**config.mk**
```make
export PLATFORM = sky130hd
export DESIGN_NAME = fun_sweep_ctrl_flat
export DESIGN_NICKNAME = d
export VERILOG_FILES = /design/src/rtl/fun_sweep_if.sv /design/src/rtl/fun_sweep_ctrl.sv /design/src/flat_wrapper.sv
export SDC_FILE = /design/constraint.sdc
export NUM_CORES = 1
export LEC_CHECK = 0
export CAP_MARGIN = 40
export CORE_ASPECT_RATIO = 1.4
export CORE_MARGIN = 5
export CORE_UTILIZATION = 52
export CTS_CLUSTER_SIZE = 16
export DETAILED_ROUTE_END_ITERATION = 10
export PLACE_DENSITY = 0.76
export SETUP_SLACK_MARGIN = 0.1
export SYNTH_ARGS = -nofsm -noshare
export SYNTH_HDL_FRONTEND = slang
export SYNTH_SLANG_ARGS = --single-unit
export TNS_END_PERCENT = 20
```
**constraint.sdc**
```tcl
create_clock -name clk -period 2.55 [get_ports clk]
set_clock_uncertainty 0.1 [all_clocks]
set_input_delay 0.51 -clock clk [delete_from_list [all_inputs] [get_ports clk]]
set_output_delay 0.51 -clock clk [all_outputs]
set_load 0.05 [all_outputs]
```
**src/rtl/fun_sweep_if.sv**
```systemverilog
// Handshake and data bundle between a sweep requester and fun_sweep_ctrl.
// The controller sits on the slave side.
interface fun_sweep_if;
  logic        start;
  logic        abort;
  logic [4:0]  lo;
  logic [4:0]  hi;
  logic        f;
  logic        a;
  logic        b;
  logic        c;
  logic        d;
  logic        e;
  logic        busy;
  logic        done;
  logic        err;
  logic [31:0] result;
  logic [5:0]  ones;

  modport master (
    output start,
    output abort,
    output lo,
    output hi,
    output f,
    input  a,
    input  b,
    input  c,
    input  d,
    input  e,
    input  busy,
    input  done,
    input  err,
    input  result,
    input  ones
  );

  modport slave (
    input  start,
    input  abort,
    input  lo,
    input  hi,
    input  f,
    output a,
    output b,
    output c,
    output d,
    output e,
    output busy,
    output done,
    output err,
    output result,
    output ones
  );
endinterface

```
**src/rtl/fun_sweep_ctrl.sv**
```systemverilog
// Sweeps a 5-bit operand range through a shared function unit,
// collecting one sampled output bit per vector plus a ones count.
module fun_sweep_ctrl #(
  parameter int unsigned SETTLE = 1
) (
  input  logic     clk,
  input  logic     rst_n,
  fun_sweep_if.slave bus
);

  typedef enum logic [1:0] {
    IDLE,
    DRIVE,
    SAMPLE,
    DONE
  } state_t;

  localparam logic [3:0] SETTLE_LAST = 4'(SETTLE - 1);

  state_t      state_q, state_d;
  logic [4:0]  cur_q, cur_d;
  logic [4:0]  hi_q, hi_d;
  logic [3:0]  cnt_q, cnt_d;
  logic [31:0] result_q, result_d;
  logic [5:0]  ones_q, ones_d;
  logic        err_q, err_d;
  logic        active;

  // State and datapath registers
  always_ff @(posedge clk or negedge rst_n) begin
    if (!rst_n) begin
      state_q  <= IDLE;
      cur_q    <= '0;
      hi_q     <= '0;
      cnt_q    <= '0;
      result_q <= '0;
      ones_q   <= '0;
      err_q    <= 1'b0;
    end else begin
      state_q  <= state_d;
      cur_q    <= cur_d;
      hi_q     <= hi_d;
      cnt_q    <= cnt_d;
      result_q <= result_d;
      ones_q   <= ones_d;
      err_q    <= err_d;
    end
  end

  // Next-state and datapath update
  always_comb begin
    state_d  = state_q;
    cur_d    = cur_q;
    hi_d     = hi_q;
    cnt_d    = cnt_q;
    result_d = result_q;
    ones_d   = ones_q;
    err_d    = err_q;
    unique case (state_q)
      IDLE: begin
        if (bus.start) begin
          result_d = '0;
          ones_d   = '0;
          if (bus.lo > bus.hi) begin
            err_d   = 1'b1;
            state_d = DONE;
          end else begin
            err_d   = 1'b0;
            cur_d   = bus.lo;
            hi_d    = bus.hi;
            cnt_d   = '0;
            state_d = DRIVE;
          end
        end
      end
      DRIVE: begin
        if (bus.abort) begin
          state_d = IDLE;
        end else if (cnt_q == SETTLE_LAST) begin
          state_d = SAMPLE;
        end else begin
          cnt_d = cnt_q + 4'd1;
        end
      end
      SAMPLE: begin
        if (bus.abort) begin
          state_d = IDLE;
        end else begin
          result_d[cur_q] = bus.f;
          ones_d = ones_q + {5'b0, bus.f};
          // End on equality only, so hi=31 never wraps
          if (cur_q == hi_q) begin
            state_d = DONE;
          end else begin
            cur_d   = cur_q + 5'd1;
            cnt_d   = '0;
            state_d = DRIVE;
          end
        end
      end
      DONE: begin
        state_d = IDLE;
      end
      default: begin
        state_d = IDLE;
      end
    endcase
  end

  // Outputs decoded from state and registers only
  always_comb begin
    active = (state_q == DRIVE) || (state_q == SAMPLE);
    bus.busy   = active;
    bus.done   = (state_q == DONE);
    bus.err    = err_q;
    bus.result = result_q;
    bus.ones   = ones_q;
    {bus.a, bus.b, bus.c, bus.d, bus.e} = active ? cur_q : 5'b0;
  end

endmodule

```
**src/flat_wrapper.sv**
```systemverilog
// flat-port wrapper written by rule: the top's interface ports become plain ports
module fun_sweep_ctrl_flat 
#(
  parameter int unsigned SETTLE = 1
)
  (clk, rst_n, bus_start, bus_abort, bus_lo, bus_hi, bus_f, bus_a, bus_b, bus_c, bus_d, bus_e, bus_busy, bus_done, bus_err, bus_result, bus_ones);
  fun_sweep_if bus_i ();
  input  logic clk;
  input  logic rst_n;
  input wire logic [$bits(bus_i.start)-1:0] bus_start;
  input wire logic [$bits(bus_i.abort)-1:0] bus_abort;
  input wire logic [$bits(bus_i.lo)-1:0] bus_lo;
  input wire logic [$bits(bus_i.hi)-1:0] bus_hi;
  input wire logic [$bits(bus_i.f)-1:0] bus_f;
  output wire logic [$bits(bus_i.a)-1:0] bus_a;
  output wire logic [$bits(bus_i.b)-1:0] bus_b;
  output wire logic [$bits(bus_i.c)-1:0] bus_c;
  output wire logic [$bits(bus_i.d)-1:0] bus_d;
  output wire logic [$bits(bus_i.e)-1:0] bus_e;
  output wire logic [$bits(bus_i.busy)-1:0] bus_busy;
  output wire logic [$bits(bus_i.done)-1:0] bus_done;
  output wire logic [$bits(bus_i.err)-1:0] bus_err;
  output wire logic [$bits(bus_i.result)-1:0] bus_result;
  output wire logic [$bits(bus_i.ones)-1:0] bus_ones;
  assign bus_i.start = bus_start;
  assign bus_i.abort = bus_abort;
  assign bus_i.lo = bus_lo;
  assign bus_i.hi = bus_hi;
  assign bus_i.f = bus_f;
  assign bus_a = bus_i.a;
  assign bus_b = bus_i.b;
  assign bus_c = bus_i.c;
  assign bus_d = bus_i.d;
  assign bus_e = bus_i.e;
  assign bus_busy = bus_i.busy;
  assign bus_done = bus_i.done;
  assign bus_err = bus_i.err;
  assign bus_result = bus_i.result;
  assign bus_ones = bus_i.ones;
  fun_sweep_ctrl #(.SETTLE(SETTLE)) u_core (.clk(clk), .rst_n(rst_n), .bus(bus_i));
endmodule
```
## Word-level counts from Yosys, hierarchy flattened

Cells that the tools add are included.

- Register bits after elaboration: 55
- Word-level logic and storage cells: 67

- Reductions and logical operators: 12
- Multiplexer cells: 30
- Bitwise logic cells: 1
- Order comparisons: 3
- Add/sub/neg operators: 3
- Equal/unequal tests: 11

Operators by type and width:

| kind | count |
|---|---|
| two-way mux 32 bit | 2 |
| one-hot mux 32 bit (2 select lines) | 1 |
| bitwise mux 32 bit | 1 |
| two-way mux 5 bit | 5 |
| two-way mux 4 bit | 6 |
| two-way mux 2 bit | 6 |
| two-way mux 6 bit | 2 |
| inequality test 2 bit, second input constant | 6 |
| one-hot mux 4 bit (3 select lines) | 1 |
| one-hot mux 6 bit (2 select lines) | 1 |
| one-hot mux 5 bit (2 select lines) | 1 |
| one-hot mux 2 bit (4 select lines) | 1 |
| AND reduction 7 bit | 1 |
| adder 6 x 1 -> 6 bit | 1 |
| < comparator 5 x 6 -> 1 bit, second input constant | 1 |
| AND reduction 3 bit | 2 |
| adder 5 x 1 -> 5 bit, second input constant | 1 |
| demux 1 bit (select 5 bit) | 1 |
| equality test 5 bit | 1 |
| greater-or-equal comparator 5 x 1 -> 1 bit, second input constant | 1 |
| greater-than comparator 5 bit | 1 |
| AND reduction 5 bit | 1 |
| adder 4 x 1 -> 4 bit, second input constant | 1 |
| equality test 2 bit, second input constant | 2 |
| 11 further kinds | 13 |

## Logic depth before layout (Yosys ltp)

Gate-level depths: netlist (run 1).

- Depth in word-level cells: 7
- Gate-level depth with buffers: 9
- Gate-level depth less buffers: 7

## Least setup slack after synthesis (run 1)

OpenSTA, ideal clock, no wires.

- Kind: input port to flip-flop
- Start point: input port bus_hi[4]
- End point: register u_core.cur_q[2]
- Setup time: 0.125 ns
- Cell stages on the path: 8
- Path slack: 0.264 ns
- Arrival time: 2.061 ns
- Cells stage by stage: inv_1 > ha_1 > nand4_1 > or2_1 > and3_4 > buf_6 > nor3_4 > mux2_4

- Longest elaborated chain between the ends: 3

Ends and longest elaborated chain:

| item | RTL line | RTL |
|---|---|---|
| start, declared | flat_wrapper.sv:13 | `input wire logic [$bits(bus_i.hi)-1:0] bus_hi;` |
| greater-than comparator 5 bit | fun_sweep_ctrl.sv:64 | `if (bus.lo > bus.hi) begin` |
| inequality test 2 bit (no source line) | n/a |  |
| AND reduction 5 bit (no source line) | n/a |  |
| end signal, assigned | fun_sweep_ctrl.sv:41 | `cur_q <= cur_d;` |
| end, declared | fun_sweep_ctrl.sv:21 | `logic [4:0] cur_q, cur_d;` |

Every way passes these cells.
A chain may end at the register's enable or synchronous reset.

## Final worst setup path (run 1)

- Start point: register u_core.state_q[1]
- End point: output port bus_done

- Longest elaborated chain between the ends: 1

Ends and longest elaborated chain:

| item | RTL line | RTL |
|---|---|---|
| start, declared | fun_sweep_ctrl.sv:20 | `state_t state_q, state_d;` |
| start signal, assigned | fun_sweep_ctrl.sv:40 | `state_q <= state_d;` |
| equality test 2 bit | fun_sweep_ctrl.sv:114 | `bus.done = (state_q == DONE);` |
| end, declared | flat_wrapper.sv:21 | `output wire logic [$bits(bus_i.done)-1:0] bus_done;` |

Every way passes these cells.

==> results.cfg, run 1 <==
[outcome]
status = complete, no violations

[timing]
fmax_mhz = 428
finalCritPeriodShare_pct = 91.7
worst_slew_pin_slew_ns = 0.569
setup_viol = 0
fin_ws_ns = 0.213
finalCriticalPeriod_ns = 2.34
tns_ns = 0
drv_slew = 0
max_slew_margin_pct = 62.1
rsz0062_at_grt = false
hold_viol_final = 0

[route]
drtPass1Iterations = 4
routed-via-count = 2743
finalWirelength_mm = 8.47
drc_errors = 0
vias_per_cell = 5.82
ant_nets = 0
wl_per_cell_um = 18.0
drtIter0Drc = 151

[setup_path]
cp_max_fo = 4
reg2reg_to = u_core.bus.result[24]
r2r_start = u_core.state_q[0]
worstSetupStartpointType = register
crit_required_ns = 1.94
cpPeakStageDelay_ns = 0.80
cp_cell_sequence = ha_1, clkdlybuf4s50_1
r2r_cells = 7
endpoint_kind = output pin
critical_path_class = register to output pin
critPathArrivalTime_ns = 1.73
r2r_slack_ns = 0.27
cpMaxStageDelayCell = clkdlybuf4s50_1

[clock_network]
cts_inserted_buffers = 5
clock-root-buffer = clkbuf_8
ctsHoldBuffers = 0
cts_tree = done
cts.sinks = 55
cts_max_level = 2
cts.clk_slew.worst_paths_ns = 0.10
clkLatencyLatePin_ns = 0.31
ctsLongestPathBuffers = 2

[cells_and_area]
layout-drive-gt1-share_pct = 15.0
layout_common_cells = o21ai_0 (68), dfrtp_1 (55), clkdlybuf4s50_1 (44), a21boi_0 (31), buf_4 (29)
stdcell_area_um2 = 4110
antenna-diode-count = 0
layout_commonest_cell = o21ai_0
post-route-util_pct = 69.5
area_growth_pct = 28.6
final_nets = 433

[placement]
dp_hpwl_mm = 5.86
numPortBuffers = 60
place_area_um2 = 3920
dp_slack_ns = -0.259
routabilityCongestion = 0.825

[yosys]
seq_area_frac_synth_pct = 43.1
ys_warn_count = 0
yosys_most_used_dff = dfrtp_1
syn_area_um2 = 3190
ys_ff_latch = 55
syn-instance-count = 332
synth_edf_count = 0
syn_nets = 364
synth_cell_types = 48
async_reset_ff_share_pct = 100
avgSynthCellArea_um2 = 9.62

[job]
cap_viol_max_count = 0

[floorplanning]
dieArea_um2 = 7830
io_pins = 61
std_cell_rows = 33
die_x_um = 76.2
initial_core_util_pct = 54.1
core_um2 = 5900
fp.dieH_um = 103

[grt]
grtUsageTotal_pct = 21.9
grt_pass1_vias = 2878
grt_pass1_wl_mm = 13.9
grt_max_degree = 26
overflow = 0
antenna_found_initial = 0

[pwr]
p_per_area_nw_per_um2 = 1070
p_leak_nw = 1.85
total_power_mw = 4.39
ir_worst_vdd_mv = 0.814

[min_path]
min_path_type = primary input to async pin
==> area by class of cell <==
class,instances,area [um^2]
fill,466,1800
multi-input combinational,243,1710
sequential,55,1380
timing repair buffer,83,776
tap,70,87.6
clock buffer,6,72.6
inverter,13,48.8
clock inverter,1,30.0
==> metrics by stage <==
step	std cells	hold WS, ns
2_1_floorplan	332	0.114
3_3_place_gp	463	0.380
3_5_place_dp	463	0.396
4_1_cts	470	0.0874
5_1_grt	471	0.124
6_report	471	0.0788
==> metal layers <==
metal  vias up  track usage [%]  wire [um]
met5         -                0          0
met4         0             7.00        168
met3        14             3.58        454
met2       104             38.1       4330
met1      1315             27.9       3510
li1       1310                -          -
==> sequential cells by signal (all words and copies together), names as in the netlist <==
signal             flops
u_core.bus.ones        6
u_core.cnt_q           4
u_core.cur_q           5
u_core.hi_q            5
u_core.state_q         2
u_core.bus.result     32
u_core.bus.err         1
==> cell families after synthesis <==
kind of cell,synth area share (%)
simple gates,13.6
mux,5.05
fa+ha+maj,6.66
buf+inv,4.78
flops,43.1
xor+xnor,3.02
compound gates,23.8
==> synthesized netlist by cell type (2+ instances only) <==
master | number | area [um^2]
a211oi_1 | 3 | 22.5
a21boi_0 | 31 | 233
a21oi_1 | 8 | 40.0
a22o_1 | 2 | 17.5
a22oi_1 | 2 | 15.0
and2_1 | 7 | 43.8
and3_1 | 2 | 12.5
and3b_1 | 3 | 26.3
buf_2 | 2 | 10.0
buf_4 | 2 | 15.0
buf_6 | 2 | 22.5
clkbuf_1 | 14 | 52.6
dfrtp_1 | 55 | 1380
ha_1 | 17 | 213
inv_1 | 13 | 48.8
mux2_2 | 5 | 56.3
mux2_4 | 3 | 45.0
mux2i_1 | 6 | 60.1
nand2_1 | 14 | 52.6
nand3_1 | 6 | 30.0
nand3b_1 | 4 | 30.0
nand4_1 | 2 | 12.5
nor2_1 | 17 | 63.8
nor2b_1 | 3 | 18.8
nor3_1 | 4 | 20.0
nor3b_1 | 3 | 22.5
o211ai_1 | 2 | 15.0
o21ai_0 | 68 | 340
o31ai_1 | 2 | 15.0
or3_1 | 2 | 12.5
or3b_2 | 2 | 17.5
xnor2_1 | 3 | 26.3
xor2_1 | 8 | 70.1
==> power breakdown <==
part           internal, mW  switching, mW
Clock                 0.289          0.281
Sequential             1.04          0.174
Combinational          1.03           1.58
==> worst max-delay path by stage <==
stage	start	endpoint	slack (ns)	cells past startpoint
3_5_place_dp	bus_hi[4]	u_core.cur_q[4]	-0.26	8
5_1_grt	u_core.state_q[0]	u_core.bus.result[29]	0.11	7
6_report	u_core.state_q[1]	bus_done	0.21	2
3_3_place_gp	bus_hi[4]	u_core.cur_q[3]	-0.19	8
2_1_floorplan	bus_hi[4]	u_core.cur_q[2]	0.26	8
4_1_cts	bus_hi[4]	u_core.cnt_q[1]	0.1	10
==> worst max-delay path, delay by kind of cell (launching register included) <==
family                     cells  cell delay [ns]
adders and majority gates      1             0.19
buffers and inverters          1             0.80
DFF                            1             0.42
==> repair_timing <==
action,in CTS,in global routing
gates resized for setup,0,17
pin swaps,1,4
endpoints found under the setup margin,4,9
buffers inserted,0,1
gates cloned,0,0
(Power assumes the default switching activity.)
==> inputs of run 2 (changes only) <==
--- a/config.mk
+++ b/config.mk
@@ -16,4 +16,3 @@
 export SYNTH_ARGS = -nofsm -noshare
 export SYNTH_HDL_FRONTEND = slang
 export SYNTH_SLANG_ARGS = --single-unit
-export TNS_END_PERCENT = 20
==> results of run 2 <==
Same layout as run 1: the final DEF is identical, and so are final timing and power.
Main changes from that run: number of gates resized after CTS 0 -> 1
==> inputs of run 3 (changes only) <==
--- a/config.mk
+++ b/config.mk
@@ -5,6 +5,7 @@
 export SDC_FILE = /design/constraint.sdc
 export NUM_CORES = 1
 export LEC_CHECK = 0
+export ABC_AREA = 1
 export CAP_MARGIN = 40
 export CORE_ASPECT_RATIO = 1.4
 export CORE_MARGIN = 5
==> run 3 against run 2 <==
Compared with the run above:
- maximum frequency down 0.23%
- sequential power about the same
- register-to-register slack better by 0.18 ns
- global-route usage down 1.4 points
- via count up 3.1%
- critical endpoint unchanged
- largest power group unchanged
==> results.cfg, run 3 <==
[outcome]
status = complete, no violations

[yosys]
synth_edf_count = 0
synth_top_area_share_pct = 43.6
syn-instance-count = 402
synthTopCellsByCount = nand2_1 (96), inv_1 (70), dfrtp_1 (55)
syn_nets = 434
synth.most_common_cell = nand2_1
avgSynthCellArea_um2 = 7.86
syn_area_um2 = 3160
synth_cell_types = 35
synthTopCellsByArea = dfrtp_1 (44%), nand2_1 (11%), inv_1 (8.3%)
ys_warn_count = 0
yosys_most_used_dff = dfrtp_1
yosys.area.top_type = dfrtp_1
ys_ff_latch = 55
async_reset_ff_share_pct = 100
seq_area_frac_synth_pct = 43.6

[placement]
dp_hpwl_mm = 5.30
routabilityCongestion = 0.830
numPortBuffers = 60
dp_cells = 521
place_area_um2 = 3790

[pwr]
ir_worst_vdd_mv = 0.875
p_leak_nw = 1.81
p_per_area_nw_per_um2 = 1080

[floorplanning]
die_x_um = 75.9
std_cell_rows = 33
io_pins = 61
dieArea_um2 = 7750
core_um2 = 5900
initial_core_util_pct = 53.5
fp.dieH_um = 102

[setup_path]
r2r_slack_ns = 0.45
cp_max_fo = 4
path_buf_inv = 1
critPathArrivalTime_ns = 1.73
r2r_cells = 8
r2r_start = u_core.state_q[0]
cpPeakStageDelay_ns = 0.80
worstSetupStartpointType = register
crit_family = buffers and inverters
cpMaxStageDelayCell = clkdlybuf4s50_1
reg2reg_to = u_core.bus.result[19]
endpoint_kind = output pin
critical_path_class = register to output pin
crit_required_ns = 1.94
cp_cell_sequence = ha_1, clkdlybuf4s50_1

[cells_and_area]
layout_commonest_cell = nand2_1
stdcell_area_um2 = 3900
layout-drive-gt1-share_pct = 7.84
final_nets = 490
area_growth_pct = 23.5
antenna-diode-count = 0
fin_cells = 529
largest_register_ffs = 32
layout_common_cells = nand2_1 (96), inv_1 (70), dfrtp_1 (55), clkdlybuf4s50_1 (53), a21oi_1 (33)
post-route-util_pct = 66.1

[min_path]
min_path_type = primary input to async pin

[clock_network]
cts.clk_slew.worst_paths_ns = 0.10
clkLatencyLatePin_ns = 0.31
cts.sinks = 55
cts_resized = 0
cts_max_level = 2
cts_tree = done
cts_setup_buffers = 0
ctsLongestPathBuffers = 2
cts_inserted_buffers = 5
clock-root-buffer = clkbuf_8
ctsHoldBuffers = 0

[timing]
fmax_mhz = 427
worst_slew_pin_slew_ns = 0.708
finalCriticalPeriod_ns = 2.34
rsz0062_at_grt = false
setup_viol = 0
drv_slew = 0
finalCritPeriodShare_pct = 91.9
hold_viol_final = 0
tns_ns = 0
max_slew_margin_pct = 52.8

[grt]
grt_pass1_wl_mm = 12.5
grtUsageMet3_pct = 3.25
use_met2_pct = 34.8
gr-max-usage-layer = met2
antenna_found_initial = 0
grtUsageTotal_pct = 20.5
grtUsageMet1_pct = 25.5
overflow = 0
grt_max_degree = 56
grt_pass1_vias = 2823

[route]
wl_per_cell_um = 14.0
drc_errors = 0
finalWirelength_mm = 7.42
ant_nets = 0
vias_per_cell = 5.34
routed-via-count = 2827
drtIter0Drc = 265
drtPass1Iterations = 4

[job]
cap_viol_max_count = 0
## run 3: changes by cell type in the layout (fill, tap and decap cells not counted), sizes merged, moves of 5 or more
| cell | change |
|---|---|
| inv | +62 |
| clkdlybuf4s50 | +9 |
| mux2 | -8 |
| mux2i | -5 |
| a21boi | -31 |
| a21oi | +26 |
| nand2 | +86 |
| xor2 | -7 |
| and2 | -7 |
| o22ai | +29 |
| dlymetal6s2s | -9 |
| buf | -19 |
| o21ai | -42 |
## run 3: cell type report
class / instances / area (um^2)
sequential: 55 / 1380
inverter: 75 / 282
multi-input combinational: 257 / 1420
tap: 70 / 87.6
clock buffer: 5 / 68.8
timing repair buffer: 64 / 623
fill: 523 / 2000
clock inverter: 3 / 43.8
## run 3: worst max path at each step
stage | end | slack (ns) | cells after the start | from
floorplan | bus_a | 0.47 | 4 | u_core.state_q[1]
global placement | u_core.cur_q[3] | 0.17 | 10 | bus_hi[3]
detailed placement | u_core.cnt_q[3] | 0.12 | 10 | bus_hi[3]
CTS | bus_done | 0.21 | 2 | u_core.state_q[1]
global route | bus_done | 0.14 | 2 | u_core.state_q[1]
finish | bus_done | 0.21 | 2 | u_core.state_q[1]
## run 3: worst register-to-register path: stages (launching register included)
cell and delay [ns]:
dfrtp_1 0.41, inv_1 0.11, ha_1 0.25, inv_1 0.08
or2_1 0.23, nand2_1 0.08, inv_2 0.05, nand2_2 0.45
o22ai_1 0.20
## run 3: report_power, final
part           leakage, nW  switching, mW  total, mW  internal, mW
combinational         1.01           1.63       2.39         0.761
clock               0.0581          0.298      0.592         0.293
sequential           0.743          0.184       1.23          1.05
## run 3: cell families (layout without fill, tap and decap cells)
logic type / count (synthesis) / count (layout) / share of synthesized area [%]
AND/OR/NAND/NOR: 140 / 140 / 20.0
AO/OA/AOI/OAI: 97 / 97 / 17.4
buffers and inverters: 90 / 147 / 11.5
flip-flops: 55 / 55 / 43.6
adder cells (fa/ha/maj): 17 / 17 / 6.74
XOR/XNOR: 2 / 2 / 0.555
multiplexers: 1 / 1 / 0.317
## run 3: through the flow
step | power, mW | setup slack [ns] | hold slack (ns)
floorplan | 2.99 | 0.473 | 0.114
global placement | 3.58 | 0.171 | 0.393
detailed placement | 3.63 | 0.116 | 0.393
CTS | 4.22 | 0.205 | 0.247
global route | 4.53 | 0.137 | 0.290
finish | 4.21 | 0.207 | 0.224
## run 3: per-layer routing
layer  routed length (um)  vias to the layer above  share of wire (%)
met2                 3770                       95                 51
met4                  149                        0                2.0
met5                    0                        -                  0
met1                 3070                     1304                 41
li1                     -                     1413                  -
met3                  428                       15                5.8
